<file path="src/rtl/rr_bus_mux.sv">
// Round-robin shared-bus multiplexer: one owner at a time, registered data, turnaround gap between owners.
// Optional: define RR_BUS_MUX_BUS_KEEPER_EN to hold the last valid owner data on dout while idle.
module rr_bus_mux #(
  parameter int WIDTH    = 8,
  parameter int CHANNELS = 4,
  parameter int TURN_CYC = 1,
  parameter int MAX_HOLD = 0
) (
  input  logic                      clk,
  input  logic                      rst,
  input  logic [CHANNELS-1:0]       req,
  input  logic [CHANNELS*WIDTH-1:0] din,
  output logic [CHANNELS-1:0]       gnt,
  output logic [WIDTH-1:0]          dout,
  output logic                      dout_valid,
  output logic                      busy
);

  localparam int CW       = $clog2(CHANNELS);
  localparam int HW       = $clog2(MAX_HOLD + 2);
  localparam int HOLD_LIM = (MAX_HOLD > 0) ? MAX_HOLD - 1 : 0;

  typedef enum logic [1:0] {IDLE, OWN, TURN} state_e;

  state_e              state_q, state_d;
  logic [CW-1:0]       last_q, last_d, pick;
  logic [HW-1:0]       hold_q, hold_d;
  logic [2:0]          turn_q, turn_d;
  logic [CHANNELS-1:0] gnt_q, gnt_d;
  logic [WIDTH-1:0]    dout_q, dout_d, own_data;
  logic                vld_q, vld_d, own_req, force_rel;

  // Scan downward so the channel nearest after last_q is the final (winning) assignment.
  always_comb begin
    int idx;
    pick = last_q;
    idx  = 0;
    for (int k = CHANNELS; k >= 1; k--) begin
      idx = int'(last_q) + k;
      if (idx >= CHANNELS) idx = idx - CHANNELS;
      if (req[CW'(idx)]) pick = CW'(idx);
    end
  end

  always_comb begin
    own_data = '0;
    for (int i = 0; i < CHANNELS; i++)
      if (last_q == CW'(i)) own_data = din[i*WIDTH +: WIDTH];
  end

  // While owning, last_q is the current owner.
  assign own_req   = req[last_q];
  assign force_rel = (MAX_HOLD != 0) && (hold_q == HW'(HOLD_LIM)) && (|(req & ~gnt_q));

  always_comb begin
    state_d = state_q;
    last_d  = last_q;
    hold_d  = hold_q;
    turn_d  = turn_q;
    gnt_d   = gnt_q;
    vld_d   = 1'b0;
`ifdef RR_BUS_MUX_BUS_KEEPER_EN
    dout_d  = dout_q;
`else
    dout_d  = '0;
`endif
    case (state_q)
      IDLE: begin
        if (|req) begin
          state_d     = OWN;
          gnt_d       = '0;
          gnt_d[pick] = 1'b1;
          last_d      = pick;
          hold_d      = '0;
        end
      end
      OWN: begin
        if (!own_req || force_rel) begin
          state_d = TURN;
          gnt_d   = '0;
          turn_d  = 3'(TURN_CYC - 1);
        end else begin
          vld_d  = 1'b1;
          dout_d = own_data;
          hold_d = (hold_q == {HW{1'b1}}) ? hold_q : hold_q + 1'b1;
        end
      end
      TURN: begin
        gnt_d = '0;
        if (turn_q == 3'd0) state_d = IDLE;
        else                turn_d  = turn_q - 3'd1;
      end
      default: begin
        state_d = IDLE;
        gnt_d   = '0;
      end
    endcase
  end

  always_ff @(posedge clk or posedge rst) begin
    if (rst) begin
      state_q <= IDLE;
      last_q  <= CW'(CHANNELS - 1);
      hold_q  <= '0;
      turn_q  <= '0;
      gnt_q   <= '0;
      dout_q  <= '0;
      vld_q   <= 1'b0;
    end else begin
      state_q <= state_d;
      last_q  <= last_d;
      hold_q  <= hold_d;
      turn_q  <= turn_d;
      gnt_q   <= gnt_d;
      dout_q  <= dout_d;
      vld_q   <= vld_d;
    end
  end

  assign gnt        = gnt_q;
  assign dout       = dout_q;
  assign dout_valid = vld_q;
  assign busy       = (state_q != IDLE);

endmodule

</file>
<file path="config.mk">
export PLATFORM = sky130hd
export DESIGN_NAME = rr_bus_mux
export DESIGN_NICKNAME = d
export VERILOG_FILES = /design/src/rtl/rr_bus_mux.sv
export SDC_FILE = /design/constraint.sdc
export NUM_CORES = 1
export LEC_CHECK = 0
export CAP_MARGIN = 10
export CORE_MARGIN = 2
export CORE_UTILIZATION = 46
export DETAILED_ROUTE_END_ITERATION = 7
export PLACE_DENSITY = 0.85
export SLEW_MARGIN = 20
export SYNTH_ARGS = -nofsm -noshare
export SYNTH_HDL_FRONTEND = slang
export SYNTH_SLANG_ARGS = --single-unit
</file>
<file path="constraint.sdc">
create_clock -name clk -period 3.95 [get_ports clk]
set_input_delay 0.395 -clock clk [delete_from_list [all_inputs] [get_ports clk]]
set_output_delay 0.395 -clock clk [all_outputs]
set_load 0.05 [all_outputs]
</file>
==> results by group, run 1 <==
Outcome
  – Result of the run: completed

Yosys
  – Seq cells post-synth: 20
  – Async set-or-reset flop fraction in the synthesized netlist: between 90% and 100%
  – Share of the synthesized area in the top cell type: approximately a third
  – Top_reg_cell synth: sky130_fd_sc_hd__dfrtp_1
  – Sequential element share of the synthesized area: approximately two fifths
  – Post-synthesis net count: 183
  – Number of synthesis warnings: 0
  – Cell area after synthesis: 1280 sq um
  – Post-synth cell types: 37
  – Synth area leader: sky130_fd_sc_hd__dfrtp_1
  – Avg Cell Area, Syn: between 9 and 10 sq um
  – Top cells by area, synth: sky130_fd_sc_hd__dfrtp_1 35%, sky130_fd_sc_hd__a221oi_1 6.2%, sky130_fd_sc_hd__ha_1 5.9%
  – Cell count after synthesis: approximately 140
  – Number of synthesized flops with an enable pin: 0

Route
  – Routed length per placed instance: 15.0 microns
  – Drt pass-1 iters: 4
  – Per-cell via count in the routed design: between 5 and 6
  – Total number of vias: 1224
  – Residual antenna-violating net count after detailed routing: 0
  – Number of design rule violations left after detail routing: 0
  – DRC marker count from the first detailed-route iteration: between 90 and 100
  – Final Routed Wirelength: approximately 3.2 mm

Clock network
  – CTS clk-pin slew, worst paths: about 0.12 ns
  – CTS sink cnt: 20
  – Number of resized instances in the post-cts repair step: 0
  – CTS Hold Bufs: 0
  – Cts bufs inserted: 3
  – Clock insertion delay at the later pin of the skew report: approximately 0.30 ns
  – Root Buffer: sky130_fd_sc_hd__clkbuf_4
  – TritonCTS clock tree: built
  – Maximum count of clock buffers along a single path: 2
  – Total number of H-tree levels: 1
  – Post-CTS setup-driven buffer insertion count: 0

Finish
  – Most common cell after layout, fill and taps aside: sky130_fd_sc_hd__clkdlybuf4s50_1
  – Commonest non-fill, non-tap cells in the layout: 51 x sky130_fd_sc_hd__clkdlybuf4s50_1, 18 x sky130_fd_sc_hd__dfrtp_1, 14 x sky130_fd_sc_hd__nor2_1, 12 x sky130_fd_sc_hd__a21oi_1, 10 x sky130_fd_sc_hd__nor2b_1
  – Signed area change from the synthesized netlist to the final layout: 41.5%
  – Final non-filler cell area: about 1800 sq um
  – Count of filler cells inserted in the layout: around 230
  – Number of nets at the end of the flow: roughly 230
  – Ratio of cells with drive above 1 in the final layout: 7.07%
  – Antenna diode count: 0

Pwr
  – Leakage power summed over all cells: around 0.76 nW
  – Psw: between 600 and 700 uW
  – Largest voltage drop on the vdd net: 486 uV
  – Power Density: between 700 and 800 nW/um^2
  – Share of total power in combinational logic: 65.0%
  – Power Internal: between 600 and 700 uW
  – Clock network power share: under 10%
  – Seq pwr share: roughly a quarter
  – Sw Share: 48.2%

Timing
  – Highest clock frequency the design can meet: about 0.4 GHz
  – Actual slew at the worst max-slew pin: 0.715 ns
  – Clock skew: approximately 0.014 ns
  – Relative slew slack: 52.3%
  – Final count of pins violating max slew: 0
  – Unrepaired setup endpoints after global routing: no
  – Accumulated negative setup slack: 0 ns
  – Number of endpoints with negative hold slack in the final report: 0
  – Period Utilization, post-route: 63.2%
  – Final min period: 2.50 ns
  – Final count of negative-setup-slack endpoints: 0

Worst setup path
  – Data required time at the worst endpoint: ~4.2 ns
  – Startpoint type of the worst setup path: flop
  – Kind of end point of the critical path: flop
  – CP max FO: 11
  – Type of the worst setup path: flop to flop
  – Data arrival at the endpoint of the critical path: ~2.7 ns

Die
  – Starting Density: a little under half
  – Die span in x: about 57 microns
  – Core area: between 2000 and 3000 sq um
  – Number of cell rows: 19
  – Boundary pin count: 52
  – Vertical extent of the die: about 57 microns
  – DIE AREA: 3220 sq um

Global routing
  – Gr usage total: between 20% and 30%
  – Wire length of the first global-routing pass: 5.34 mm
  – Global route total overflow: 0
  – Via count of the first global-routing pass: roughly 1100
  – Number of antenna violations at the first check in global routing: 0
  – Largest net degree at the start of global routing: 21

Placed design
  – Half-perimeter wire length of the detailed placement result: approximately 2.5 mm
  – Input/output buffers: a little over 50
  – Post-place instance area: approximately 1800 sq um
  – Final weighted congestion in routability-driven placement: about 0.88

Min path
  – Classification of the worst-slack hold path: input pin to async pin

Run
  – Max capacitance violation total: 0
[worst max-delay path: stages (launching register included)]
cell	delay [ns]
sky130_fd_sc_hd__dfstp_2	0.68
sky130_fd_sc_hd__inv_1	0.17
sky130_fd_sc_hd__ha_1	0.51
sky130_fd_sc_hd__mux2i_1	0.12
sky130_fd_sc_hd__a2111oi_0	0.44
sky130_fd_sc_hd__nor3_1	0.19
sky130_fd_sc_hd__a32o_1	0.29
[cells in the mapped netlist, types with 2 or more instances]
library cell / n
sky130_fd_sc_hd__or2_2: 2
sky130_fd_sc_hd__o21ai_1: 2
sky130_fd_sc_hd__inv_1: 7
sky130_fd_sc_hd__buf_2: 3
sky130_fd_sc_hd__nand3_1: 2
sky130_fd_sc_hd__nor2_1: 14
sky130_fd_sc_hd__nor3_1: 8
sky130_fd_sc_hd__ha_1: 6
sky130_fd_sc_hd__nand2_1: 6
sky130_fd_sc_hd__dfrtp_1: 18
sky130_fd_sc_hd__a21oi_1: 12
sky130_fd_sc_hd__a221oi_1: 9
sky130_fd_sc_hd__mux2i_1: 7
sky130_fd_sc_hd__clkbuf_1: 4
sky130_fd_sc_hd__nor2b_1: 10
sky130_fd_sc_hd__nand3b_1: 2
sky130_fd_sc_hd__dfstp_2: 2
sky130_fd_sc_hd__o21a_1: 3
sky130_fd_sc_hd__a2111oi_0: 2
sky130_fd_sc_hd__o21ai_0: 3
[path summary, 6_finish.rpt]
path	slack, ns	depth (start not counted)	start	to
min in group clk	0.51	2	gnt[0]	gnt[0]
worst max register to register	1.45	6	last_q[0]	gnt[2]
worst min-delay path	0.51	2	rst	turn_q[2]
worst min register to register	0.51	2	gnt[0]	gnt[0]
max in group asynchronous	2.98	2	rst	dout[0]
worst max-delay path	1.45	6	last_q[0]	gnt[2]
[through the flow]
| stage | power (mW) | util [%] | setup slack (ns) | instances | hold slack, ns |
|---|---|---|---|---|---|
| after global placement | 1.18 | 65.6 | 1.61 | 211 | 0.480 |
| after global routing | 1.44 | 66.9 | 1.23 | 215 | 0.532 |
| final | 1.33 | 66.9 | 1.45 | 215 | 0.509 |
| after CTS | 1.33 | 66.9 | 1.46 | 215 | 0.511 |
| after floorplan | 1.01 | - | 1.69 | 139 | 0.357 |
| after detailed placement | 1.22 | 65.6 | 1.49 | 211 | 0.485 |
[layer usage]
| metal | track usage (%) | part of all wire, % |
|---|---|---|
| met3 | 1.84 | 4.8 |
| met2 | 35.9 | 51 |
| met1 | 28.3 | 43 |
| met5 | 0 | 0 |
| met4 | 6.64 | 1.6 |
[flip-flops by register name, indices dropped and copies added (netlist names)]
register    count
last_q          2
dout_valid      1
state_q         2
gnt             4
turn_q          3
dout            8
[cell type report]
| cell class | count | area (sq um) | share of cell area, % |
|---|---|---|---|
| well taps | 31 | 38.8 | 2.14 |
| clock buffers | 4 | 36.3 | 2.00 |
| inverters | 7 | 26.3 | 1.45 |
| repair buffers | 51 | 510 | 28.2 |
| flip-flops and latches | 20 | 503 | 27.7 |
| multi-input cells | 102 | 698 | 38.5 |
[power by group through the flow]
stage          clock [mW]  sequential (mW)  combinational [mW]
2_1_floorplan           0            0.448               0.560
3_3_place_gp            0            0.347               0.836
3_5_place_dp            0            0.354               0.862
4_1_cts             0.118            0.350               0.866
5_1_grt             0.127            0.362               0.947
6_report            0.117            0.349               0.868
[cell families after synthesis]
logic type / Yosys count / synth area share, %
AO/OA/AOI/OAI: 39 / 21.6
adder cells (fa/ha/maj): 6 / 5.86
AND/OR/NAND/NOR: 48 / 18.9
buffers and inverters: 17 / 6.25
flip-flops: 20 / 39.3
multiplexers: 9 / 8.11
Note: power is estimated with default switching activity, not from simulation.
==> inputs of run 2 (changes only) <==
--- a/config.mk
+++ b/config.mk
@@ -7,9 +7,9 @@
 export LEC_CHECK = 0
 export CAP_MARGIN = 10
 export CORE_MARGIN = 2
-export CORE_UTILIZATION = 46
+export CORE_UTILIZATION = 43
 export DETAILED_ROUTE_END_ITERATION = 7
-export PLACE_DENSITY = 0.85
+export PLACE_DENSITY = 0.8
 export SLEW_MARGIN = 20
 export SYNTH_ARGS = -nofsm -noshare
 export SYNTH_HDL_FRONTEND = slang
==> constraint.sdc (replaced) <==
create_clock -name clk -period 2.4 [get_ports clk]
set_input_delay 0.24 -clock clk [delete_from_list [all_inputs] [get_ports clk]]
set_output_delay 0.24 -clock clk [all_outputs]
set_load 0.05 [all_outputs]
==> run 2 against run 1 <==
  * The run now ends with DRC left
  * Clock-buffer cell count is the same
  * Cell count is 1.4% higher
  * Design area is 1.7% higher
  * Largest cell class unchanged
==> results by group, run 2 (same netlist as run 1, synthesis figures left out) <==
Outcome
  – Violated checks: DRC
  – Result of the run: finished, violations left

Timing
  – Final min period: 2.22 ns (-0.276 ns)
  – Final count of negative-setup-slack endpoints: 0 (unchanged)
  – Final count of pins violating max slew: 0 (unchanged)
  – Number of endpoints with negative hold slack in the final report: 0 (unchanged)
  – Highest clock frequency the design can meet: 0.451 GHz (+12%)
  – Setup ws final: 0.180 ns (-1.27 ns)
  – Actual slew at the worst max-slew pin: 0.736 ns (+0.0205 ns)
  – Period Utilization, post-route: 92.5% (+29 points)
  – Clock skew: 0.000990 ns (-0.0132 ns)
  – Relative slew slack: 50.9% (-1.4 points)
  – Accumulated negative setup slack: 0 ns (unchanged)
  – Unrepaired setup endpoints after global routing: no

Pwr
  – Leakage power summed over all cells: 0.781 nW (+2.2%)
  – Share of total power in combinational logic: 68.2% (+3.2 points)
  – Sw Share: 47.6% (-0.61 points)
  – Power Internal: 1.17 mW (+70%)
  – Psw: 1.07 mW (+66%)
  – Largest voltage drop on the vdd net: 516 uV (+6.2%)
  – Power Density: 1210 nW/um^2 (+65%)
  – Clock network power share: 8.4% (-0.4 points)
  – Seq pwr share: 23.4% (-2.8 points)

Finish
  – Signed area change from the synthesized netlist to the final layout: 43.8%
  – Antenna diode count: 0 (unchanged)
  – Ratio of cells with drive above 1 in the final layout: 9.09% (+2.0 points)
  – Commonest non-fill, non-tap cells in the layout: 51 x sky130_fd_sc_hd__clkdlybuf4s50_1, 18 x sky130_fd_sc_hd__dfrtp_1, 14 x sky130_fd_sc_hd__nor2_1, 12 x sky130_fd_sc_hd__a21oi_1, 10 x sky130_fd_sc_hd__nor2b_1
  – Number of flip-flops in the largest register: 8 (unchanged)
  – Most common cell after layout, fill and taps aside: sky130_fd_sc_hd__clkdlybuf4s50_1
  – Number of nets at the end of the flow: 232 (+1.3%)
  – Finished Layout Cells: 218 (+1.4%)

Global routing
  – Gr usage total: 20.2% (-0.89 points)
  – Largest net degree at the start of global routing: 21 (unchanged)
  – Wire length of the first global-routing pass: 5.25 mm (-1.7%)
  – Global route total overflow: 0 (unchanged)
  – Number of antenna violations at the first check in global routing: 0 (unchanged)
  – Via count of the first global-routing pass: 1131 (-0.26%)

Placed design
  – Final weighted congestion in routability-driven placement: 0.847 (-4.0%)
  – Half-perimeter wire length of the detailed placement result: 2.57 mm (+2.0%)
  – Setup slack at placement: 0.159 ns (-1.33 ns)
  – Input/output buffers: 51 (unchanged)
  – Placed cell count: 214 (+1.4%)

Clock network
  – CTS clk-pin slew, worst paths: 0.10 ns (-0.02 ns)
  – Maximum count of clock buffers along a single path: 2 (unchanged)
  – Clock insertion delay at the later pin of the skew report: 0.29 ns (about the same)
  – TritonCTS clock tree: built
  – CTS sink cnt: 20 (unchanged)
  – Total number of H-tree levels: 1 (unchanged)
  – Root Buffer: sky130_fd_sc_hd__clkbuf_4
  – Cts bufs inserted: 3 (unchanged)

Min path
  – Classification of the worst-slack hold path: input pin to async pin

Worst setup path
  – CP max FO: 10 (-1)
  – Startpoint type of the worst setup path: flop
  – Crit-path slowest cell: sky130_fd_sc_hd__dfstp_2
  – Crit path cell chain: inv_1 > ha_1 > mux2i_1 > a2111oi_1 > nor3_2 > a32o_1
  – Type of the worst setup path: flop to flop
  – Data arrival at the endpoint of the critical path: 2.41 ns (-0.29 ns)
  – Data required time at the worst endpoint: 2.59 ns (-1.56 ns)
  – Max stage delay on crit path: 0.54 ns (-0.14 ns)
  – Kind of end point of the critical path: flop

Die
  – Vertical extent of the die: 58.6 microns (+3.2%)
  – Number of cell rows: 19 (unchanged)
  – Starting Density: 45.7% (-1.6 points)
  – Boundary pin count: 52 (unchanged)
  – DIE AREA: 3430 sq um (+6.5%)
  – Die span in x: 58.6 microns (+3.2%)
  – Core area: 2810 sq um (+3.5%)

Route
  – Residual antenna-violating net count after detailed routing: 0 (unchanged)
  – Total number of vias: 1178 (-3.8%)
  – DRC marker count from the first detailed-route iteration: 56 (-40%)
  – Number of design rule violations left after detail routing: 3 (+3)
  – Per-cell via count in the routed design: 5.40 (-5.1%)
  – Final Routed Wirelength: 3.19 mm (-1.2%)
  – Drt pass-1 iters: 6 (+2)
  – Routed length per placed instance: 14.6 microns (-2.5%)

Run
  – Max capacitance violation total: 0 (unchanged)
[run 2: cell types whose count changed in the layout (fill, tap and decap cells not counted), sizes merged]
cell,previous run,this run
buf,0,3
[run 2: worst paths after layout]
kind	startpoint	end	slack, ns	cells past startpoint
worst max-delay path	last_q[1]	gnt[2]	0.18	6
worst min-delay path	rst	dout[2]	0.36	2
worst max register to register	last_q[1]	gnt[2]	0.18	6
worst min register to register	gnt[1]	gnt[1]	0.50	2
max in group asynchronous	rst	turn_q[1]	1.58	2
min in group clk	gnt[1]	gnt[1]	0.50	2
[run 2: cell type report]
| class | instances | area, sq um |
|---|---|---|
| clock buffers | 4 | 36.3 |
| flip-flops and latches | 20 | 503 |
| repair buffers | 54 | 533 |
| fillers | 234 | 962 |
| inverters | 7 | 26.3 |
| well taps | 31 | 38.8 |
| multi-input cells | 102 | 706 |
[run 2: timing repair]
| action | in CTS | in global routing |
|---|---|---|
| hold buffers | 0 | 0 |
| setup buffers | 0 | 0 |
| gates resized for setup | 0 | 3 |
| endpoints found under the setup margin | 0 | 5 |
[run 2: worst max-delay path, delay by kind of cell (launching register included)]
| family | cells | cell delay, ns |
|---|---|---|
| AO/OA/AOI/OAI | 2 | 0.72 |
| adder cells (fa/ha/maj) | 1 | 0.50 |
| buffers and inverters | 1 | 0.08 |
| flip-flops | 1 | 0.54 |
| multiplexers | 1 | 0.14 |
| AND/OR/NAND/NOR | 1 | 0.14 |
[run 2: layer usage]
layer	part of all wire (%)	vias up	GRT usage, %	wire, microns
met5	0	-	0	0
met4	2.2	0	9.74	70
met3	2.6	6	1.76	82
met2	48	23	33.5	1530
met1	47	551	26.5	1500
li1	-	598	-	-
[run 2: through the flow]
step / area [sq um] / hold slack, ns / total power [mW] / util [%]
2_1_floorplan: 1280 / 0.202 / 1.66 / -
6_report: 1840 / 0.359 / 2.24 / 65.7
3_3_place_gp: 1800 / 0.478 / 1.99 / 64.1
4_1_cts: 1840 / 0.368 / 2.23 / 65.4
3_5_place_dp: 1800 / 0.486 / 2.04 / 64.1
5_1_grt: 1840 / 0.419 / 2.41 / 65.7
[run 2: power by group through the flow]
stage | registers (mW) | logic (mW) | clock network, mW
after floorplan | 0.737 | 0.922 | 0
after global placement | 0.528 | 1.46 | 0
after detailed placement | 0.534 | 1.50 | 0
after CTS | 0.526 | 1.51 | 0.199
after global routing | 0.542 | 1.66 | 0.208
final | 0.524 | 1.53 | 0.189
